[src/rtl/rom_arbiter_pkg.sv]
// Shared constants for the ROM arbiter: default widths, requester limit and an
// index-width helper used by every file of this block.
// No logic; no latency or flow-control behaviour of its own.
package rom_arbiter_pkg;

  localparam int DEF_NUM_REQ    = 4;
  localparam int DEF_DATA_WIDTH = 4;
  localparam int DEF_ADDR_WIDTH = 6;
  localparam int MIN_NUM_REQ    = 2;
  localparam int MAX_NUM_REQ    = 8;

  // Width of a binary requester index; never narrower than one bit.
  function automatic int idx_w(input int n);
    return (n < 2) ? 1 : $clog2(n);
  endfunction

endpackage

[src/rtl/rom_arbiter_if.sv]
// Request/response bundle between the client blocks and the ROM arbiter.
// Purely wires: request is valid/ready per requester, response is one-hot valid
// with a shared data/address bus and per-requester ready.
interface rom_arbiter_if
  import rom_arbiter_pkg::*;
#(
  parameter int NUM_REQ    = DEF_NUM_REQ,
  parameter int DATA_WIDTH = DEF_DATA_WIDTH,
  parameter int ADDR_WIDTH = DEF_ADDR_WIDTH
);

  logic [NUM_REQ-1:0]            req_valid;
  logic [NUM_REQ*ADDR_WIDTH-1:0] req_addr;
  logic [NUM_REQ-1:0]            req_ready;
  logic [NUM_REQ-1:0]            rsp_valid;
  logic [NUM_REQ-1:0]            rsp_ready;
  logic [DATA_WIDTH-1:0]         rsp_data;
  logic [ADDR_WIDTH-1:0]         rsp_addr;

  // Client side.
  modport master (
    output req_valid, req_addr, rsp_ready,
    input  req_ready, rsp_valid, rsp_data, rsp_addr
  );

  // Arbiter side.
  modport slave (
    input  req_valid, req_addr, rsp_ready,
    output req_ready, rsp_valid, rsp_data, rsp_addr
  );

endinterface

[src/rtl/rom_arbiter_rr_arbiter.sv]
// Combinational one-hot arbiter: round-robin after 'last', or lowest index wins
// when ROM_ARB_FIXED_PRIO_EN is defined. Zero latency.
// Backpressure: 'en' low forces an all-zero grant.
module rr_arbiter
  import rom_arbiter_pkg::*;
#(
  parameter int NUM_REQ = DEF_NUM_REQ,
  parameter int IDXW    = idx_w(NUM_REQ)
) (
  input  logic [NUM_REQ-1:0] req,
  input  logic [IDXW-1:0]    last,
  input  logic               en,
  output logic [NUM_REQ-1:0] grant,
  output logic [IDXW-1:0]    grant_idx
);

  logic          found;
  logic [IDXW-1:0] sel;

`ifdef ROM_ARB_FIXED_PRIO_EN
  // The pointer has no meaning with fixed priority.
  logic unused_last;
  assign unused_last = ^last;

  // Lowest-index valid request wins; scan downward so the last hit is the lowest.
  always_comb begin
    found = 1'b0;
    sel   = '0;
    for (int i = NUM_REQ - 1; i >= 0; i--) begin
      if (req[i]) begin
        found = 1'b1;
        sel   = IDXW'(i);
      end
    end
  end
`else
  // Scan starting one past the previous winner, wrapping modulo NUM_REQ.
  always_comb begin
    logic [IDXW-1:0] cand;
    found = 1'b0;
    sel   = '0;
    cand  = '0;
    for (int i = 1; i <= NUM_REQ; i++) begin
      cand = IDXW'((int'(last) + i) % NUM_REQ);
      if (!found && req[cand]) begin
        found = 1'b1;
        sel   = cand;
      end
    end
  end
`endif

  // Expand the winner to one-hot, suppressed when issuing is not allowed.
  always_comb begin
    grant     = '0;
    grant_idx = sel;
    if (en && found) begin
      grant[sel] = 1'b1;
    end
  end

endmodule

[src/rtl/rom_arbiter.sv]
// Shares one synchronous-read ROM among NUM_REQ requesters; round-robin, or fixed
// priority with ROM_ARB_FIXED_PRIO_EN. Response one cycle after the request handshake.
// Backpressure: a held response freezes the stage, ROM address and all grants.
module rom_arbiter
  import rom_arbiter_pkg::*;
#(
  parameter int NUM_REQ    = DEF_NUM_REQ,
  parameter int DATA_WIDTH = DEF_DATA_WIDTH,
  parameter int ADDR_WIDTH = DEF_ADDR_WIDTH
) (
  input  logic                  clk,
  input  logic                  rst,
  rom_arbiter_if.slave          bus,
  output logic [ADDR_WIDTH-1:0] rom_addr,
  input  logic [DATA_WIDTH-1:0] rom_data
);

  localparam int IDXW = idx_w(NUM_REQ);

  logic                  pend_valid;
  logic [IDXW-1:0]       pend_id;
  logic [ADDR_WIDTH-1:0] pend_addr;
  logic [IDXW-1:0]       last_grant;

  logic [ADDR_WIDTH-1:0] addr_arr [NUM_REQ];
  logic                  can_issue;
  logic                  rsp_accept;
  logic                  issue;
  logic [NUM_REQ-1:0]    grant;
  logic [IDXW-1:0]       grant_idx;

  // Unpack the flat address bus into one word per requester.
  always_comb begin
    for (int i = 0; i < NUM_REQ; i++) begin
      addr_arr[i] = bus.req_addr[i*ADDR_WIDTH +: ADDR_WIDTH];
    end
  end

  // An accepted response frees the stage in the same cycle; nothing is
  // granted while reset is asserted.
  assign rsp_accept = pend_valid && bus.rsp_ready[pend_id];
  assign can_issue  = !rst && (!pend_valid || bus.rsp_ready[pend_id]);

  rr_arbiter #(
    .NUM_REQ (NUM_REQ),
    .IDXW    (IDXW)
  ) u_arb (
    .req       (bus.req_valid),
    .last      (last_grant),
    .en        (can_issue),
    .grant     (grant),
    .grant_idx (grant_idx)
  );

  assign issue         = |grant;
  assign bus.req_ready = grant;

  // On issue the ROM latches the new address; otherwise it re-latches the
  // pending one so the shared data bus stays stable through a hold.
  always_comb begin
    rom_addr = pend_addr;
    if (issue) begin
      rom_addr = addr_arr[grant_idx];
    end
  end

  // One-entry response stage and round-robin pointer.
  always_ff @(posedge clk or posedge rst) begin
    if (rst) begin
      pend_valid <= 1'b0;
      pend_id    <= '0;
      pend_addr  <= '0;
      last_grant <= IDXW'(NUM_REQ - 1);
    end else if (issue) begin
      pend_valid <= 1'b1;
      pend_id    <= grant_idx;
      pend_addr  <= addr_arr[grant_idx];
      last_grant <= grant_idx;
    end else if (rsp_accept) begin
      pend_valid <= 1'b0;
    end
  end

  // One-hot response ownership; data and address are shared by all requesters.
  always_comb begin
    bus.rsp_valid = '0;
    for (int i = 0; i < NUM_REQ; i++) begin
      if (pend_valid && pend_id == IDXW'(i)) begin
        bus.rsp_valid[i] = 1'b1;
      end
    end
  end

  assign bus.rsp_data = rom_data;
  assign bus.rsp_addr = pend_addr;

endmodule
[src/flat_wrapper.sv]
// flat-port wrapper written by rule: the top's interface ports become plain ports
module rom_arbiter_flat import rom_arbiter_pkg::*;
#(
  parameter int NUM_REQ    = DEF_NUM_REQ,
  parameter int DATA_WIDTH = DEF_DATA_WIDTH,
  parameter int ADDR_WIDTH = DEF_ADDR_WIDTH
)
  (clk, rst, rom_addr, rom_data, bus_req_valid, bus_req_addr, bus_rsp_ready, bus_req_ready, bus_rsp_valid, bus_rsp_data, bus_rsp_addr);
  rom_arbiter_if #(.NUM_REQ(NUM_REQ), .DATA_WIDTH(DATA_WIDTH), .ADDR_WIDTH(ADDR_WIDTH)) bus_i ();
  input  logic clk;
  input  logic rst;
  output logic [ADDR_WIDTH-1:0] rom_addr;
  input  logic [DATA_WIDTH-1:0] rom_data;
  input wire logic [$bits(bus_i.req_valid)-1:0] bus_req_valid;
  input wire logic [$bits(bus_i.req_addr)-1:0] bus_req_addr;
  input wire logic [$bits(bus_i.rsp_ready)-1:0] bus_rsp_ready;
  output wire logic [$bits(bus_i.req_ready)-1:0] bus_req_ready;
  output wire logic [$bits(bus_i.rsp_valid)-1:0] bus_rsp_valid;
  output wire logic [$bits(bus_i.rsp_data)-1:0] bus_rsp_data;
  output wire logic [$bits(bus_i.rsp_addr)-1:0] bus_rsp_addr;
  assign bus_i.req_valid = bus_req_valid;
  assign bus_i.req_addr = bus_req_addr;
  assign bus_i.rsp_ready = bus_rsp_ready;
  assign bus_req_ready = bus_i.req_ready;
  assign bus_rsp_valid = bus_i.rsp_valid;
  assign bus_rsp_data = bus_i.rsp_data;
  assign bus_rsp_addr = bus_i.rsp_addr;
  rom_arbiter #(.NUM_REQ(NUM_REQ), .DATA_WIDTH(DATA_WIDTH), .ADDR_WIDTH(ADDR_WIDTH)) u_core (.clk(clk), .rst(rst), .bus(bus_i), .rom_addr(rom_addr), .rom_data(rom_data));
endmodule
[config.mk]
export PLATFORM = sky130hd
export DESIGN_NAME = rom_arbiter_flat
export DESIGN_NICKNAME = d
export VERILOG_FILES = /design/src/rtl/rom_arbiter_pkg.sv /design/src/rtl/rom_arbiter_if.sv /design/src/rtl/rom_arbiter_rr_arbiter.sv /design/src/rtl/rom_arbiter.sv /design/src/flat_wrapper.sv
export SDC_FILE = /design/constraint.sdc
export NUM_CORES = 1
export LEC_CHECK = 0
export CORE_MARGIN = 1
export CORE_UTILIZATION = 35
export CTS_CLUSTER_DIAMETER = 30
export DETAILED_ROUTE_END_ITERATION = 10
export PLACE_DENSITY = 0.9
export SLEW_MARGIN = 5
export SYNTH_ARGS = -nofsm -noshare
export SYNTH_HDL_FRONTEND = slang
export SYNTH_SLANG_ARGS = --single-unit
export TNS_END_PERCENT = 100
[constraint.sdc]
create_clock -name clk -period 2.2 [get_ports clk]
set_clock_uncertainty 0.1 [all_clocks]
set_input_delay 0.33 -clock clk [delete_from_list [all_inputs] [get_ports clk]]
set_output_delay 0.33 -clock clk [all_outputs]
set_load 0.05 [all_outputs]
* After elaboration in Yosys (flattened, before gate mapping)
Index checks and enable logic that the tools add are counted.
** Word-level totals
- Bits in registers :: 11
- Latch bits :: 0
- Bits in writable memories :: 0
- ROM bits :: 0
- Bits of input ports :: 38
- Memories :: 0
** Cells by class
- Add/subtract/negate cells :: 4
- $mul :: 0
- Div/mod/pow operators :: 0
- Order comparisons :: 8
- Equality and inequality tests :: 3
- Shift-type cells :: 0
- Muxes and demuxes :: 31
- Bitwise operators :: 1
- Reductions and logical operators :: 20
** Operators by type and width (count)
- less-than comparator 2 x 3 -> 1 bit, second input constant :: 6
- 2-to-1 mux 6 bit :: 3
- 2-to-1 mux 1 bit :: 16
- binary-select mux 6 bit (select 2 bit) :: 1
- logical AND 1 bit :: 11
- binary-select mux 1 bit (select 2 bit) :: 5
- 2-to-1 mux 2 bit :: 4
- logical NOT 1 bit :: 5
- adder 2 x 1 -> 2 bit, second input constant :: 2
- adder 2 bit, second input constant :: 2
- equality test 2 bit, second input constant :: 2
- 2-to-1 mux 4 bit :: 1
- OR reduction 4 bit :: 1
- greater-or-equal comparator 3 bit, second input constant :: 1
- NOT 2 -> 3 bit :: 1
- demux 1 bit (select 2 bit) :: 1
- equality test 2 x 1 -> 1 bit, second input constant :: 1
- greater-or-equal comparator 2 x 1 -> 1 bit, second input constant :: 1
- logical NOT 2 bit :: 1
- nonzero test 2 bit :: 1
- logical OR 1 bit :: 1

* Logic depth before layout (Yosys ltp)
- Depth in word-level cells :: 20
- Gate-level depth with buffers :: 8

* Modules after synthesis
Synthesis repeated with hierarchy kept, for this count alone.
** Unflattened totals
- Cell total of the unflattened synthesis :: 63
- Area, all modules :: 805.8 um^2
** Modules (own cells, without submodules)
- rom_arbiter :: instances 1, cells each 45, area an instance 653.1 um^2, seq. area each 277.8 um^2
- rr_arbiter :: instances 1, cells each 18, area an instance 152.6 um^2, seq. area each 0.0 um^2

* Least setup slack after synthesis
OpenSTA, ideal clock, no wires.
- Path type :: reg2out
- Start point :: register u_core.pend_id[0]
- End point :: output port bus_req_ready[1]
- Arrival time :: 2.238 ns
- Required time :: 1.770 ns
- Setup slack :: -0.468 ns
- Stages on the path, launching flop included :: 6
- Path buffers :: 1
- Cells stage by stage :: dfrtp_1 > buf_4 > mux2i_1 > a22oi_4 > nand2_8 > nor3_1
** Between the ends
- Longest elaborated chain between the ends :: 6
** Ends and longest elaborated chain
- start: declaration :: RTL line rom_arbiter.sv:21 : logic [IDXW-1:0] pend_id;
- start signal: assignment :: RTL line rom_arbiter.sv:76 : pend_id <= grant_idx;
- binary-select mux 1 bit (select 2 bit) :: RTL line rom_arbiter.sv:42 : assign can_issue = !rst && (!pend_valid || bus.rsp_ready[pend_id]);
- 2-to-1 mux 1 bit (implied by the code) :: RTL line rom_arbiter.sv:42
- logical OR 1 bit :: RTL line rom_arbiter.sv:42
- logical AND 1 bit :: RTL line rom_arbiter.sv:42
- logical AND 1 bit :: RTL line rom_arbiter_rr_arbiter.sv:57 : if (en && found) begin
- 2-to-1 mux 4 bit :: RTL line rom_arbiter_rr_arbiter.sv:57
- end: declaration :: RTL line flat_wrapper.sv:17 : output wire logic [$bits(bus_i.req_ready)-1:0] bus_req_ready;
No other way between the ends. The select of a mux whose other input is x is not followed.

* Worst setup path after layout
- Start point :: register u_core.last_grant[1]
- End point :: output port rom_addr[5]
** Between the ends
- Longest elaborated chain between the ends :: 20
** Ends and longest elaborated chain
- start: declaration :: RTL line rom_arbiter.sv:23 : logic [IDXW-1:0] last_grant;
- start signal: assignment :: RTL line rom_arbiter.sv:73 : last_grant <= IDXW'(NUM_REQ - 1);
- start signal: assignment :: RTL line rom_arbiter.sv:78 : last_grant <= grant_idx;
- adder 2 x 1 -> 2 bit :: RTL line rom_arbiter_rr_arbiter.sv:44 : cand = IDXW'((int'(last) + i) % NUM_REQ);
- binary-select mux 1 bit (select 2 bit) :: RTL line rom_arbiter_rr_arbiter.sv:45 : if (!found && req[cand]) begin
- 2-to-1 mux 1 bit (implied by the code) :: RTL line rom_arbiter_rr_arbiter.sv:45
- 2-to-1 mux 1 bit :: RTL line rom_arbiter_rr_arbiter.sv:45
- logical NOT 1 bit :: RTL line rom_arbiter_rr_arbiter.sv:45
- logical AND 1 bit :: RTL line rom_arbiter_rr_arbiter.sv:45
- 2-to-1 mux 1 bit :: RTL line rom_arbiter_rr_arbiter.sv:45
- logical NOT 1 bit :: RTL line rom_arbiter_rr_arbiter.sv:45
- [4 not listed]
- 2-to-1 mux 2 bit :: RTL line rom_arbiter_rr_arbiter.sv:45
- less-than comparator 2 x 3 -> 1 bit (implied by the code) / greater-or-equal comparator 2 x 1 -> 1 bit (equally long branches) :: RTL line rom_arbiter_rr_arbiter.sv:58 : grant[sel] = 1'b1;
- logical AND 1 bit (implied by the code) :: RTL line rom_arbiter_rr_arbiter.sv:58
- 2-to-1 mux 1 bit (implied by the code) :: RTL line rom_arbiter_rr_arbiter.sv:58
- demux 1 bit (select 2 bit) :: RTL line rom_arbiter_rr_arbiter.sv:58
- 2-to-1 mux 4 bit :: RTL line rom_arbiter_rr_arbiter.sv:57
- OR reduction 4 bit :: RTL line rom_arbiter.sv:55 : assign issue = |grant;
- 2-to-1 mux 6 bit *
- end: declaration :: RTL line flat_wrapper.sv:12 : output logic [ADDR_WIDTH-1:0] rom_addr;
Mark *: on every way between the ends. The rest lies on a longest branch, timed or not. The select of a mux whose other input is x is not followed.

==> results.yml <==
pwr:
  peakVddDrop_v: 0.001227
  p_per_area_nw_per_um2: 1555
  p_leak_nw: 0.8105
  finalPower_mw: 3.035
die:
  io_pins: 62
  die_height_um: 52.98
  core-area_um2: 2477
  rows: 18
  start_util: 0.3672
  die_w_um: 52.98
  dieArea_um2: 2807
detailed_routing:
  routed_via_density: 5.282
  wire_per_inst_um: 18.24
  drc: 0
  antenna_left: 0
  vias: 956
  drtIter0Drc: 24
  drtPass1Iterations: 4
  postRouteWirelength_um: 3301
final_layout:
  syn_to_final_growth_pct: 114.6
  drive_gt1_frac: 0.5232
  diodes: 0
  fillers: 153
  finalNetCount: 190
  final_cell_area_um2: 1952
sta:
  drv_slew: 0
  max_freq_mhz: 387.3
  finalCritPeriodShare: 1.174
  max_slew.worst_pin.slew_ns: 0.5366
  finalWorstSetupSlack_ns: -0.3821
  fin_hold_ws_ns: 0.3662
  slew_headroom: 0.6411
  setup_viol: 10
  period_needed_ns: 2.582
  rsz0062_at_grt: "true"
  hold_viol_final: 0
clocking:
  clk_pin_slew_ns: 0.08
  cts_tree: "built"
  clk_latency_ns: 0.26
  clockBufferDepth: 2
  cts.sinks: 11
  root_buffer: "clkbuf_4"
  htreeDepth: 1
  cts_hold_buf: 0
  numCtsBuffers: 3
grt:
  grt_overflow: 0
  grt_use_total: 0.2517
  use_met3: 0.02874
  grtUsageMet2: 0.4768
  grt_pass1_vias: 996
  grt_busiest_layer: "met2"
  antenna_found_initial: 0
  grt_pass1_wl_um: 4954
  grt_util_met1: 0.2991
  grt_max_degree: 12
synthesis:
  synthDistinctLibCells: 25
  yosysTopAreaCell: "dfrtp_1"
  synth_xor_area_frac: 0
  synth_compound_area_frac: 0.2503
  ys_seq_area_frac: 0.3054
  synth_top_area_frac: 0.2476
  yosys-top-cells-area: "dfrtp_1, mux2i_1, a221oi_2"
  synth_area_um2: 909.6
  ys.flop_type: "dfrtp_1"
  yosysMostFrequentCell: "mux2i_1"
  async_flop_share: 1.000
  ys_ff_latch: 11
  synthSimpleGateAreaFrac: 0.1719
  syn_area_per_cell_um2: 11.23
  synthTopCellsByCount: "mux2i_1, a21oi_1, dfrtp_1"
  synth_edf_count: 0
  muxShareOfSynthArea: 0.1761
  syn_inst: 81
  yosysWarningCount: 0
  syn_nets: 119
  synth_fa_ha_area_frac: 0
  synth_top_family_by_area: "compound AO/OA/AOI/OAI gates"
worst_setup_path:
  path_buf_inv: 2
  cp_slowest_cell: "dfstp_2"
  critPathArrivalTime_ns: 2.15
  ff2ff_path_depth: 6
  cp_max_fo: 8
  max_stage_delay_ns: 0.58
  crit_chain: "mux2i_2 > o221a_4 > buf_12 > mux2i_2 > a221oi_4 > buf_12"
  path_depth: 6
  crit_path_end_kind: "output port"
  critical-path-top-delay-family: "compound AO/OA/AOI/OAI gates"
  setup.worst_path.class: "reg2out"
  critical_path_required_ns: 1.77
  crit_path_start_kind: "register"
placed_design:
  hpwl_um: 2112
  port_buffers: 53
  place_area_um2: 1643
  dp_slack_ns: -0.4816
  place_congestion: 0.8602
flow_run:
  drv_cap: 0
outcome:
  status: "finished, violations left"
  violations: "setup timing"
min_path:
  hold_class: "in2async"
-- power by group --
part	total, mW	switching (mW)	internal [mW]
Sequential	0.412	0.0962	0.316
Combinational	2.48	1.35	1.13
Clock	0.141	0.0708	0.0700
-- worst paths after layout --
path,to,from,slack [ns]
setup / recovery,rom_addr[5],u_core.last_grant[1],-0.38
hold / removal,u_core.bus.rsp_addr[3],rst,0.37
setup reg to reg,u_core.bus.rsp_addr[4],u_core.last_grant[1],0.17
hold reg to reg,u_core.pend_id[1],u_core.pend_id[1],0.43
max in group asynchronous,u_core.last_grant[0],rst,1.30
min in group clk,u_core.pend_id[1],u_core.pend_id[1],0.43
-- cells in the final DEF, fill, tap and decap left out, types with 2 or more instances in the layout --
cell type	count
a21oi_4	3
and2_4	2
buf_4	17
nor2_8	2
nor3_4	2
clkdlybuf4s50_1	36
nor2b_1	3
buf_6	6
and2_1	2
mux2i_1	3
buf_12	9
dlygate4sd2_1	3
mux2i_4	3
dfrtp_1	8
a21oi_1	7
a221oi_4	6
inv_1	2
a21o_1	2
mux2i_2	10
clkbuf_4	3
dfstp_2	2
-- cell type report --
| type | count | area [um^2] | area share |
|---|---|---|---|
| flip-flops and latches | 11 | 279.0 | 0.1429 |
| multi-input cells | 61 | 797.0 | 0.4083 |
| clock buffers | 4 | 26.28 | 0.01346 |
| repair buffers | 73 | 804.5 | 0.4122 |
| well taps | 30 | 37.54 | 0.01923 |
| inverters | 2 | 7.507 | 0.003846 |
-- cell families (layout without fill, tap and decap cells) --
family | Yosys count | count (layout)
buffers and inverters | 10 | 79
muxes | 16 | 16
and+or+nand+nor | 20 | 21
DFF | 11 | 11
AOI/OAI and AO/OA | 24 | 24
-- flip-flops by register name, indices dropped and copies added, names as in the netlist --
register,flops
u_core.bus.rsp_addr,6
u_core.pend_id,2
u_core.pend_valid,1
u_core.last_grant,2
-- layer usage --
| metal | part of all wire | wire length (um) |
|---|---|---|
| met1 | 0.40 | 1329 |
| met2 | 0.55 | 1803 |
| met3 | 0.042 | 140 |
| met4 | 0.0082 | 27 |
| met5 | 0 | 0 |
-- metrics by stage --
stage / TNS, ns / cells / util
after floorplan: -0.9541 / 81 / -
after global placement: -3.158 / 166 / 0.6631
after detailed placement: -4.226 / 166 / 0.6631
after CTS: -2.797 / 178 / 0.7662
after global routing: -3.488 / 181 / 0.7879
final: -2.891 / 181 / 0.7879
-- what timing repair did --
action	in CTS	in global routing
pin swaps	17	13
cloned	2	0
setup endpoints to repair	10	10
resized for setup	39	7
buffers inserted	6	5
Power figures use the tool's default switching activity.
